--- config.mk ---
export PLATFORM = sky130hd
export DESIGN_NAME = cv32e40s_illegal_insn_tracer
export DESIGN_NICKNAME = d
export VERILOG_FILES = /design/src/rtl/cv32e40s_pkg.sv /design/src/rtl/cv32e40s_rec_fifo.sv /design/src/rtl/cv32e40s_illegal_insn_tracer.sv
export SDC_FILE = /design/constraint.sdc
export NUM_CORES = 1
export LEC_CHECK = 0
export CORE_MARGIN = 2
export CORE_UTILIZATION = 50
export DETAILED_ROUTE_END_ITERATION = 8
export PLACE_DENSITY_LB_ADDON = 0.3
export SLEW_MARGIN = 5
export SYNTH_ARGS = -nofsm -noshare
export SYNTH_HDL_FRONTEND = slang
export SYNTH_SLANG_ARGS = --single-unit
--- constraint.sdc ---
create_clock -name clk -period 20.9 [get_ports clk]
set_input_delay 2.09 -clock clk [delete_from_list [all_inputs] [get_ports clk]]
set_output_delay 2.09 -clock clk [all_outputs]
set_load 0.1 [all_outputs]
--- src/rtl/cv32e40s_pkg.sv ---
// Shared types for the illegal-instruction tracer.
// Optional feature macro: CV32E40S_TRACE_INSTR_EN adds the instruction word to each record.
package cv32e40s_pkg;

   localparam int unsigned ILLEGAL_SEQ_W   = 16;
   localparam int unsigned ILLEGAL_CYCLE_W = 32;

   // Record layout at the default cycle-stamp width. The tracer builds the same
   // shape locally so it can follow a non-default CYCLE_W.
   typedef struct packed {
      logic [31:0]                  pc;
      logic [ILLEGAL_CYCLE_W-1:0]   cycle;
      logic [ILLEGAL_SEQ_W-1:0]     seq;
`ifdef CV32E40S_TRACE_INSTR_EN
      logic [31:0]                  instr;
`endif
   } illegal_rec_t;

endpackage

--- src/rtl/cv32e40s_rec_fifo.sv ---
// Generic synchronous FIFO with one extra pointer bit to tell full from empty.
// Flush has priority over push and pop. Storage is not reset; the consumer
// qualifies the head with empty.
module cv32e40s_rec_fifo #(
   parameter int unsigned DEPTH = 4,
   parameter type         T     = logic [31:0]
) (
   input  logic clk,
   input  logic rst_n,
   input  logic flush,
   input  logic push,
   input  logic pop,
   input  T     wdata,
   output T     rdata,
   output logic full,
   output logic empty
);

   localparam int unsigned AW = $clog2(DEPTH);

   logic [AW:0] wptr;
   logic [AW:0] rptr;
   logic        do_push;
   logic        do_pop;
   T            mem [DEPTH];

   assign empty   = (wptr == rptr);
   assign full    = (wptr[AW] != rptr[AW]) && (wptr[AW-1:0] == rptr[AW-1:0]);
   assign do_pop  = pop & ~empty;
   // A full FIFO may still accept when the head leaves in the same cycle.
   assign do_push = push & (~full | do_pop);
   assign rdata   = mem[rptr[AW-1:0]];

   // Pointer update: reset and flush both empty the FIFO.
   always_ff @(posedge clk) begin
      if (!rst_n || flush) begin
         wptr <= '0;
         rptr <= '0;
      end else begin
         if (do_push) wptr <= wptr + (AW + 1)'(1);
         if (do_pop)  rptr <= rptr + (AW + 1)'(1);
      end
   end

   // Entry write; the head is read combinationally before the slot is reused.
   always_ff @(posedge clk) begin
      if (rst_n && !flush && do_push) begin
         mem[wptr[AW-1:0]] <= wdata;
      end
   end

endmodule

--- src/rtl/cv32e40s_illegal_insn_tracer.sv ---
// Captures illegal instructions retiring in WB as {pc, cycle, seq} records and
// streams them out over valid/ready. Drops on a full FIFO are counted, never silent.
// Optional feature macro: CV32E40S_TRACE_INSTR_EN stores wb_instr_i per record.
module cv32e40s_illegal_insn_tracer
   import cv32e40s_pkg::*;
#(
   parameter int unsigned DEPTH   = 4,
   parameter int unsigned CYCLE_W = 32,
   parameter int unsigned DROP_W  = 16
) (
   input  logic                     clk,
   input  logic                     rst_n,
   input  logic                     wb_valid_i,
   input  logic                     wb_illegal_i,
   input  logic [31:0]              wb_pc_i,
   input  logic [31:0]              wb_instr_i,
   input  logic                     clear_i,
   output logic                     rec_valid_o,
   input  logic                     rec_ready_i,
   output logic [31:0]              rec_pc_o,
   output logic [CYCLE_W-1:0]       rec_cycle_o,
   output logic [ILLEGAL_SEQ_W-1:0] rec_seq_o,
   output logic [31:0]              rec_instr_o,
   output logic [DROP_W-1:0]        drop_cnt_o,
   output logic                     overflow_o
);

   typedef struct packed {
      logic [31:0]              pc;
      logic [CYCLE_W-1:0]       cycle;
      logic [ILLEGAL_SEQ_W-1:0] seq;
`ifdef CV32E40S_TRACE_INSTR_EN
      logic [31:0]              instr;
`endif
   } rec_t;

   logic [CYCLE_W-1:0]       cycle_cnt;
   logic [ILLEGAL_SEQ_W-1:0] seq_cnt;
   logic [DROP_W-1:0]        drop_cnt;
   logic                     overflow;

   logic capture;
   logic rec_valid;
   logic pop;
   logic push;
   logic drop;
   logic full;
   logic empty;
   rec_t wr_rec;
   rec_t rd_rec;

   assign capture   = wb_valid_i & wb_illegal_i;
   assign rec_valid = ~empty;
   assign pop       = rec_valid & rec_ready_i & ~clear_i;
   // A capture coinciding with clear is discarded outright, not counted as a drop.
   assign push      = capture & ~clear_i & (~full | pop);
   assign drop      = capture & ~clear_i & full & ~pop;

   assign wr_rec.pc    = wb_pc_i;
   assign wr_rec.cycle = cycle_cnt;
   assign wr_rec.seq   = seq_cnt;
`ifdef CV32E40S_TRACE_INSTR_EN
   assign wr_rec.instr = wb_instr_i;
`else
   logic unused_instr;
   assign unused_instr = ^wb_instr_i;
`endif

   cv32e40s_rec_fifo #(
      .DEPTH (DEPTH),
      .T     (rec_t)
   ) u_fifo (
      .clk   (clk),
      .rst_n (rst_n),
      .flush (clear_i),
      .push  (push),
      .pop   (pop),
      .wdata (wr_rec),
      .rdata (rd_rec),
      .full  (full),
      .empty (empty)
   );

   // Free-running cycle stamp; clear_i deliberately leaves it alone.
   always_ff @(posedge clk) begin
      if (!rst_n) begin
         cycle_cnt <= '0;
      end else begin
         cycle_cnt <= cycle_cnt + CYCLE_W'(1);
      end
   end

   // Sequence number advances on every capture, kept or lost, so gaps expose losses.
   always_ff @(posedge clk) begin
      if (!rst_n) begin
         seq_cnt <= '0;
      end else if (capture) begin
         seq_cnt <= seq_cnt + ILLEGAL_SEQ_W'(1);
      end
   end

   // Saturating drop counter and sticky overflow flag.
   always_ff @(posedge clk) begin
      if (!rst_n || clear_i) begin
         drop_cnt <= '0;
         overflow <= 1'b0;
      end else if (drop) begin
         overflow <= 1'b1;
         if (drop_cnt != {DROP_W{1'b1}}) begin
            drop_cnt <= drop_cnt + DROP_W'(1);
         end
      end
   end

   // Head fields are masked while empty so stale storage never shows on the port.
   always_comb begin
      rec_valid_o = rec_valid;
      rec_pc_o    = '0;
      rec_cycle_o = '0;
      rec_seq_o   = '0;
      rec_instr_o = '0;
      if (rec_valid) begin
         rec_pc_o    = rd_rec.pc;
         rec_cycle_o = rd_rec.cycle;
         rec_seq_o   = rd_rec.seq;
`ifdef CV32E40S_TRACE_INSTR_EN
         rec_instr_o = rd_rec.instr;
`endif
      end
   end

   assign drop_cnt_o = drop_cnt;
   assign overflow_o = overflow;

endmodule

==> results.yml, run 1 <==
status:
  status: "complete, no violations"
timing:
  hold_viol_final: 0
  fmax_mhz: 164
  rsz0062_at_grt: "no"
  tightest_slew_ns: 1.10
  hold_slack_ns: 0.482
  post-route-min-period_ns: 6.11
  slew_headroom_pct: 26.6
  timing.final.crit_share_pct: 29.2
  setup_viol: 0
  fin_skew_ns: 0.0178
  fin_tns_setup_ns: 0
  drv_slew: 0
logic_synthesis:
  synth_area_leaders: "edfxtp_1 62%, mux4_2 12%, dfxtp_1 9.4%, and2_1 3.5%, xor2_1 2.0%"
  ys_ff_latch: 393
  synth_async_sr_flop_share_pct: 0
  synth.most_common_cell: "edfxtp_1"
  synth.avg_cell_area_sq_um: 17.1
  synth_area_sq_um: 15600
  ys.flop_type: "edfxtp_1"
  yosysTopAreaCell: "edfxtp_1"
  synth_common_cells: "320 x edfxtp_1, 87 x and2_1, 80 x mux4_2, 73 x dfxtp_1, 71 x nor2_1"
  ys_warn_count: 0
  yosysSeqAreaShare_pct: 71.1
  synth_cell_types: 40
  synth_edf_count: 320
  synth_top_area_share_pct: 61.7
  synthCells: 913
placed_design:
  dpl.hpwl_mm: 15.5
  place_congestion: 0.727
  io_buffers: 135
die:
  initial_utilization_pct: 50.8
  pin_count: 200
  die_area_sq_um: 32600
  num_rows: 64
  die_w_microns: 181
  die_height_microns: 181
  core_sq_um: 30700
global_route:
  grt_usage_pct: 17.1
  grt_pass1_wl_mm: 44.0
  overflow: 0
  antenna_found_initial: 0
  grt_max_degree: 84
  grt_pass1_vias: 7940
clock_network:
  clock_latency_ns: 0.52
  cts_tree: "built"
  clk_path_buf_depth: 3
  cts_resized: 0
  path_clk_slew_ns: 0.06
  cts_made_buffers: 40
  cts.sinks: 393
  cts_root_buf: "clkbuf_16"
  htree_levels: 2
  cts_setup_buffers: 0
  postCtsHoldBufs: 0
setup_path:
  crit_type: "reg2out"
  arrival_ns: 4.02
  required_ns: 18.81
  path_max_fanout: 44
  start_kind: "flip-flop"
  cp-end-kind: "output port"
pwr:
  pwr_density_cell_nw_per_um2: 86.7
  clockPowerShare_pct: 42.7
  peakVddDrop_mv: 0.0457
  power_leakage_uw: 0.00610
  internal_power_uw: 1270
  seq_power_share_pct: 52.6
  p_comb_share_pct: 4.7
  switching_share_pct: 21.0
  p_switching_uw: 338
routing:
  ant_nets: 0
  firstDrtPassIters: 4
  via_count: 7907
  post_drt_via_cell_ratio: 5.31
  totalWireLength_mm: 27.6
  drc_errors: 0
  routedWlPerCell_microns: 18.6
  drt_iter0_drc: 535
layout:
  n_antenna_cell: 0
  nets: 1140
  area_growth_pct: 19.0
  layout-drive-gt1-share_pct: 14.7
job:
  drv_cap: 0
min_path:
  min_path_type: "reg2reg"
[per-layer routing]
metal / wire [microns] / track usage, %
met5: 0 / 0
met4: 296 / 3.71
met2: 13400 / 27.9
met1: 12400 / 24.1
met3: 1450 / 3.50
[cell families (layout without fill, tap and decap cells)]
group	Yosys count	in the layout	synth area share, %
buffers and inverters	75	223	2.67
adder cells (fa/ha/maj)	8	8	0.643
AO/OA/AOI/OAI	25	25	1.09
AND/OR/NAND/NOR	271	271	9.54
multiplexers	83	83	11.8
XOR/XNOR	57	57	3.20
other	1	32	0.0241
flip-flops	393	393	71.1
[area by class of cell]
cell class | instances | area (sq um)
clock buffers | 57 | 1190
clock inverters | 15 | 109
fillers | 2249 | 12100
inverters | 7 | 26.3
multi-input cells | 476 | 4230
flip-flops and latches | 393 | 11100
well taps | 396 | 495
repair buffers | 144 | 1420
[registers in the layout, summed over array words and instances (netlist names), named ones only]
| register | flops |
|---|---|
| cycle_cnt | 32 |
| drop_cnt_o | 16 |
| overflow_o | 1 |
| seq_cnt | 16 |
| u_fifo.mem | 320 |
| u_fifo.rptr | 3 |
| u_fifo.wptr | 3 |
[cell usage in the layout, fill, tap and decap left out, types with 16 or more instances in the layout]
cell type and n:
clkdlybuf4s50_1 135, nand4_1 16, and2_1 84, nand2_1 25
nor2_1 71, dfxtp_1 71, edfxtp_1 320, mux4_2 80
nand3_1 24, conb_1 32, clkbuf_16 45, xor2_1 35
xnor2_1 22
[critical path: stages, from the launching register on]
cell	delay [ns]
dfxtp_4	0.84
buf_4	0.84
mux4_2	0.59
and2_1	0.17
clkdlybuf4s50_1	1.03
[path summary, 6_finish.rpt]
path / startpoint / endpoint / slack [ns] / cells past startpoint
worst min register to register: overflow_o / overflow_o / 0.48 / 2
worst min-delay path: overflow_o / overflow_o / 0.48 / 2
worst max register to register: u_fifo.wptr[2] / u_fifo.mem[0][34] / 17.96 / 6
worst max-delay path: flip-flop / rec_seq_o[0] / 14.79 / 4
[power by group through the flow]
stage / combinational, uW / clock (uW) / sequential [uW]
finish: 74.9 / 687 / 846
global route: 78.2 / 736 / 846
CTS: 75.3 / 702 / 846
detailed placement: 75.2 / 0 / 863
global placement: 74.6 / 0 / 862
floorplan: 61.2 / 0 / 862
[stage by stage]
stage	instance area, sq um	total power [uW]	utilization [%]	instances	worst slack [ns]
final	18500	1610	60.5	1488	14.79
after global routing	18500	1660	60.5	1488	14.52
after CTS	18500	1620	60.5	1488	14.66
after detailed placement	17200	938	56.2	1416	15.21
after global placement	17200	937	56.2	1416	15.21
after floorplan	15700	923	-	944	12.27
Power figures use the tool's default switching activity.
==> run 2: changes to the inputs <==
- clock period: 20.9 -> 6.04 ns (I/O delays scaled with it)
==> run 2 against run 1 <==
First-iteration DRC count increased by 2.6%; clock skew decreased by 0.0057 ns; power increased to 3.5 times the previous value; routed wire length increased by 2.8%; register-to-register slack got worse by 15 ns; largest cell class unchanged; cell area about the same; count of clock-buffer cells in the layout decreased by 2.
==> results.yml, run 2 (same netlist as run 1, synthesis figures left out) <==
global_route:
  antenna_found_initial: 0
  grt_max_degree: 67
  grt_pass1_vias: 8275
  grt_usage_pct: 17.6
  overflow: 0
  grt_pass1_wl_mm: 45.0
routing:
  totalWireLength_mm: 28.4
  drt_iter0_drc: 549
  firstDrtPassIters: 5
  routedWlPerCell_microns: 19.1
  via_count: 8051
  post_drt_via_cell_ratio: 5.40
  drc_errors: 0
  ant_nets: 0
timing:
  fin_skew_ns: 0.0121
  fin_tns_setup_ns: 0
  drv_slew: 0
  fmax_mhz: 222
  rsz0062_at_grt: "no"
  setup_viol: 0
  timing.final.crit_share_pct: 74.7
  tightest_slew_ns: 1.11
  postLayoutSetupSlackWorst_ns: 1.53
  post-route-min-period_ns: 4.51
  hold_viol_final: 0
  slew_headroom_pct: 26.1
pwr:
  pwr_density_cell_nw_per_um2: 300
  total_power_uw: 5570
  power_leakage_uw: 0.00612
  peakVddDrop_mv: 0.210
setup_path:
  critical_path_buf_inv_count: 2
  cp.depth: 5
  cp-end-kind: "output port"
  crit_type: "reg2out"
  reg2reg_from: "u_fifo.wptr[2]"
  required_ns: 5.44
  startpoint: "u_fifo.wptr[1]"
  path_max_fanout: 52
  cp_cell_sequence: "xnor2_1, nand3_2, buf_4, and2_1, clkdlybuf4s50_1"
  r2r_end: "u_fifo.mem[2][8]"
  crit_path_end: "rec_cycle_o[24]"
  arrival_ns: 3.91
  critPathTopFamily: "buffers and inverters"
  slowest_delay_ns: 0.99
  start_kind: "flip-flop"
  ff2ff_path_depth: 6
  cpMaxStageDelayCell: "clkdlybuf4s50_1"
  r2r_slack_ns: 3.04
die:
  die_w_microns: 181
  initial_utilization_pct: 50.8
  pin_count: 200
  die_area_sq_um: 32600
  num_rows: 64
  core_sq_um: 30700
  die_height_microns: 181
placed_design:
  place_congestion: 0.723
  dpl.hpwl_mm: 16.2
  io_buffers: 135
  dpl_worst_slack_ns: 1.99
clock_network:
  postCtsHoldBufs: 0
  clk_path_buf_depth: 3
  clock_latency_ns: 0.53
  cts_root_buf: "clkbuf_16"
  cts_tree: "built"
  cts_made_buffers: 40
  cts.sinks: 393
  cts_setup_buffers: 0
  path_clk_slew_ns: 0.06
  htree_levels: 2
  cts_resized: 0
layout:
  fillers: 2310
  n_antenna_cell: 0
  fin_util_pct: 60.5
  largest_reg_flops: 320
  final_cell_mix: "320 x edfxtp_1, 135 x clkdlybuf4s50_1, 84 x and2_1, 80 x mux4_2"
  area_growth_pct: 19.1
  final_common_cell: "edfxtp_1"
  nets: 1140
  layout-drive-gt1-share_pct: 14.7
status:
  status: "complete, no violations"
job:
  drv_cap: 0
min_path:
  hold_depth: 2
  min_path_type: "reg2reg"
-- run 2: cell types whose count changed in the layout (fill, tap and decap cells not counted) --
cell	change
nor3_4	+1
clkinv_2	+1
buf_4	-1
nor3_2	-1
bufinv_16	+2
clkinvlp_4	+1
clkbuf_16	-3
buf_12	+1
clkbuf_8	-1
clkbuf_1	+2
-- run 2: report_power, final --
part | internal (uW) | switching [uW] | total (uW)
Sequential | 2920 | 8.93 | 2930
Clock | 1420 | 964 | 2390
Combinational | 57.1 | 203 | 260
Total | 4400 | 1180 | 5570
-- run 2: worst reg2reg max path: cells and delay by family (launching register included) --
kind	cells	cell delay [ns]
simple gates	3	1.03
buf+inv	1	0.53
compound gates	1	0.47
flops	1	0.35
xor+xnor	1	0.26
-- run 2: cell type report --
class / instances / area [sq um] / area share, %
Clock buffer: 55 / 1110 / 5.98
Clock inverter: 19 / 181 / 0.978
Inverter: 7 / 26.3 / 0.142
Multi-Input combinational cell: 476 / 4230 / 22.8
Sequential cell: 393 / 11100 / 59.7
Tap cell: 396 / 495 / 2.67
Timing Repair Buffer: 144 / 1430 / 7.71
-- run 2: metal layers --
layer	GRT usage, %	routed length, microns	part of all wire (%)	up-vias
met2	28.5	13600	48	198
li1	-	-	-	3710
met3	3.48	1510	5.3	41
met1	24.7	12800	45	4102
met4	4.42	495	1.7	0
met5	0	0	0	-
-- run 2: worst min path at each step --
stage            startpoint            to  slack, ns
2_1_floorplan  cycle_cnt[0]  cycle_cnt[0]       0.46
3_3_place_gp     overflow_o    overflow_o       0.46
3_5_place_dp     overflow_o    overflow_o       0.46
4_1_cts          overflow_o    overflow_o       0.47
5_1_grt          overflow_o    overflow_o       0.50
6_report         overflow_o    overflow_o       0.47
-- run 2: through the flow --
step                hold slack [ns]  cell area [sq um]  instances
finish                        0.468              18600       1490
global route                  0.503              18600       1490
CTS                           0.473              18600       1490
detailed placement            0.463              17300       1416
global placement              0.456              17300       1416
floorplan                     0.465              15700        944
==> run 3: changes to the inputs <==
- clock period: 6.04 -> 4.4 ns (I/O delays scaled with it)
==> run 3 against run 2 <==
Clock power increased by 35%; core utilization fell by 0.35 points; power increased by 36%; cell area decreased by 0.57%; sequential cell count unchanged; count of clock-buffer cells in the layout stayed put; routed wire length is 0.94% higher; clock skew increased by 0.0017 ns; critical path depth did not move; combinational power up 37%; worst setup slack worse by 0.88 ns.
==> results.yml, run 3 (same netlist as run 1, synthesis figures left out) <==
pwr:
  internal_power_uw: 6000
  total_power_uw: 7600
  switching_share_pct: 21.0
  seq_power_share_pct: 52.9
  pwr_density_cell_nw_per_um2: 412
  p_comb_share_pct: 4.7
  p_switching_uw: 1600
  clockPowerShare_pct: 42.4
  peakVddDrop_mv: 0.234
  power_leakage_uw: 0.00621
routing:
  post_drt_via_cell_ratio: 5.43
  met2_wirelength_mm: 14.0
  top_layer: "met4"
  totalWireLength_mm: 28.7
  firstDrtPassIters: 5
  drt_iter0_drc: 593
  wirelength_met1_mm: 12.6
  drc_errors: 0
  routedWlPerCell_microns: 19.2
  wl_met3_mm: 1.53
  ant_nets: 0
  via_count: 8095
layout:
  layout-drive-gt1-share_pct: 19.2
  final_cell_mix: "320 x edfxtp_1, 84 x and2_1, 84 x clkdlybuf4s50_1, 80 x mux4_2"
  fin_util_pct: 60.2
  largest_reg_flops: 320
  area_growth_pct: 18.4
  seqCellArea_sq_um: 11100
  multi_input_area_sq_um: 4230
  final_common_cell: "edfxtp_1"
  nets: 1143
  n_antenna_cell: 0
  fillers: 2278
timing:
  setup_viol: 0
  drv_slew: 0
  fin_tns_setup_ns: 0
  fin_skew_ns: 0.0138
  hold_viol_final: 0
  timing.final.crit_share_pct: 85.2
  post-route-min-period_ns: 3.75
  rsz0062_at_grt: "no"
  tightest_slew_ns: 1.04
  slew_headroom_pct: 30.3
  fmax_mhz: 267
clock_network:
  clk_path_buf_depth: 3
  path_clk_slew_ns: 0.06
  cts_root_buf: "clkbuf_16"
  cts_made_buffers: 40
  postCtsHoldBufs: 0
  cts.sinks: 393
  cts_setup_buffers: 0
  htree_levels: 2
  clock_latency_ns: 0.53
  cts_resized: 0
  cts_tree: "built"
global_route:
  grt_max_degree: 77
  overflow: 0
  grt_usage_pct: 17.7
  grt_pass1_vias: 8126
  antenna_found_initial: 0
  grt_pass1_wl_mm: 45.3
die:
  die_area_sq_um: 32600
  core_sq_um: 30700
  die_height_microns: 181
  pin_count: 200
  initial_utilization_pct: 50.8
  die_w_microns: 181
  num_rows: 64
placed_design:
  dpl.hpwl_mm: 16.6
  io_buffers: 135
  place_congestion: 0.728
setup_path:
  required_ns: 3.96
  start_kind: "flip-flop"
  path_max_fanout: 50
  ff2ff_path_depth: 6
  arrival_ns: 3.31
  crit_type: "reg2out"
  cp-end-kind: "output port"
status:
  status: "complete, no violations"
min_path:
  min_path_type: "reg2reg"
  hold_depth: 2
job:
  drv_cap: 0
==> run 3: critical path, cell delays in order, from the launching register on <==
cell and delay, ns:
dfxtp_1 0.41, xnor2_1 0.17, nand3_2 0.24, buf_4 0.50
buf_4 0.30, clkdlybuf4s50_1 1.15
==> run 3: worst paths after layout <==
kind | startpoint | end | slack (ns)
max | u_fifo.wptr[1] | rec_valid_o | 0.65
min reg2reg | overflow_o | overflow_o | 0.48
max reg2reg | u_fifo.wptr[2] | u_fifo.mem[2][76] | 1.75
min | overflow_o | overflow_o | 0.48
==> run 3: layout make-up <==
class,count,area share (%)
Sequential cell,393,60.1
Multi-Input combinational cell,476,22.9
Timing Repair Buffer,147,7.39
Clock buffer,55,5.95
Tap cell,396,2.69
Clock inverter,16,0.834
Inverter,7,0.142
==> run 3: power groups by stage <==
stage,clock network [uW],registers (uW),logic (uW)
2_1_floorplan,0,4100,291
3_3_place_gp,0,4100,355
3_5_place_dp,0,4100,358
4_1_cts,3300,4020,359
5_1_grt,3450,4020,371
6_report,3220,4020,356
==> run 3: metal layers <==
layer  GRT usage [%]  vias up
li1                -     3723
met1            24.7     4111
met2            28.9      220
met3            3.50       41
met4            4.42        0
met5               0        -
==> run 3: per-stage QoR <==
step,hold WS [ns],std cells,worst slack (ns),instance area [sq um]
after floorplan,0.465,944,0.898,15700
after global placement,0.461,1419,1.16,17200
after detailed placement,0.469,1419,1.15,17200
after CTS,0.486,1490,0.560,18400
after global routing,0.528,1490,0.403,18400
final,0.479,1490,0.649,18400
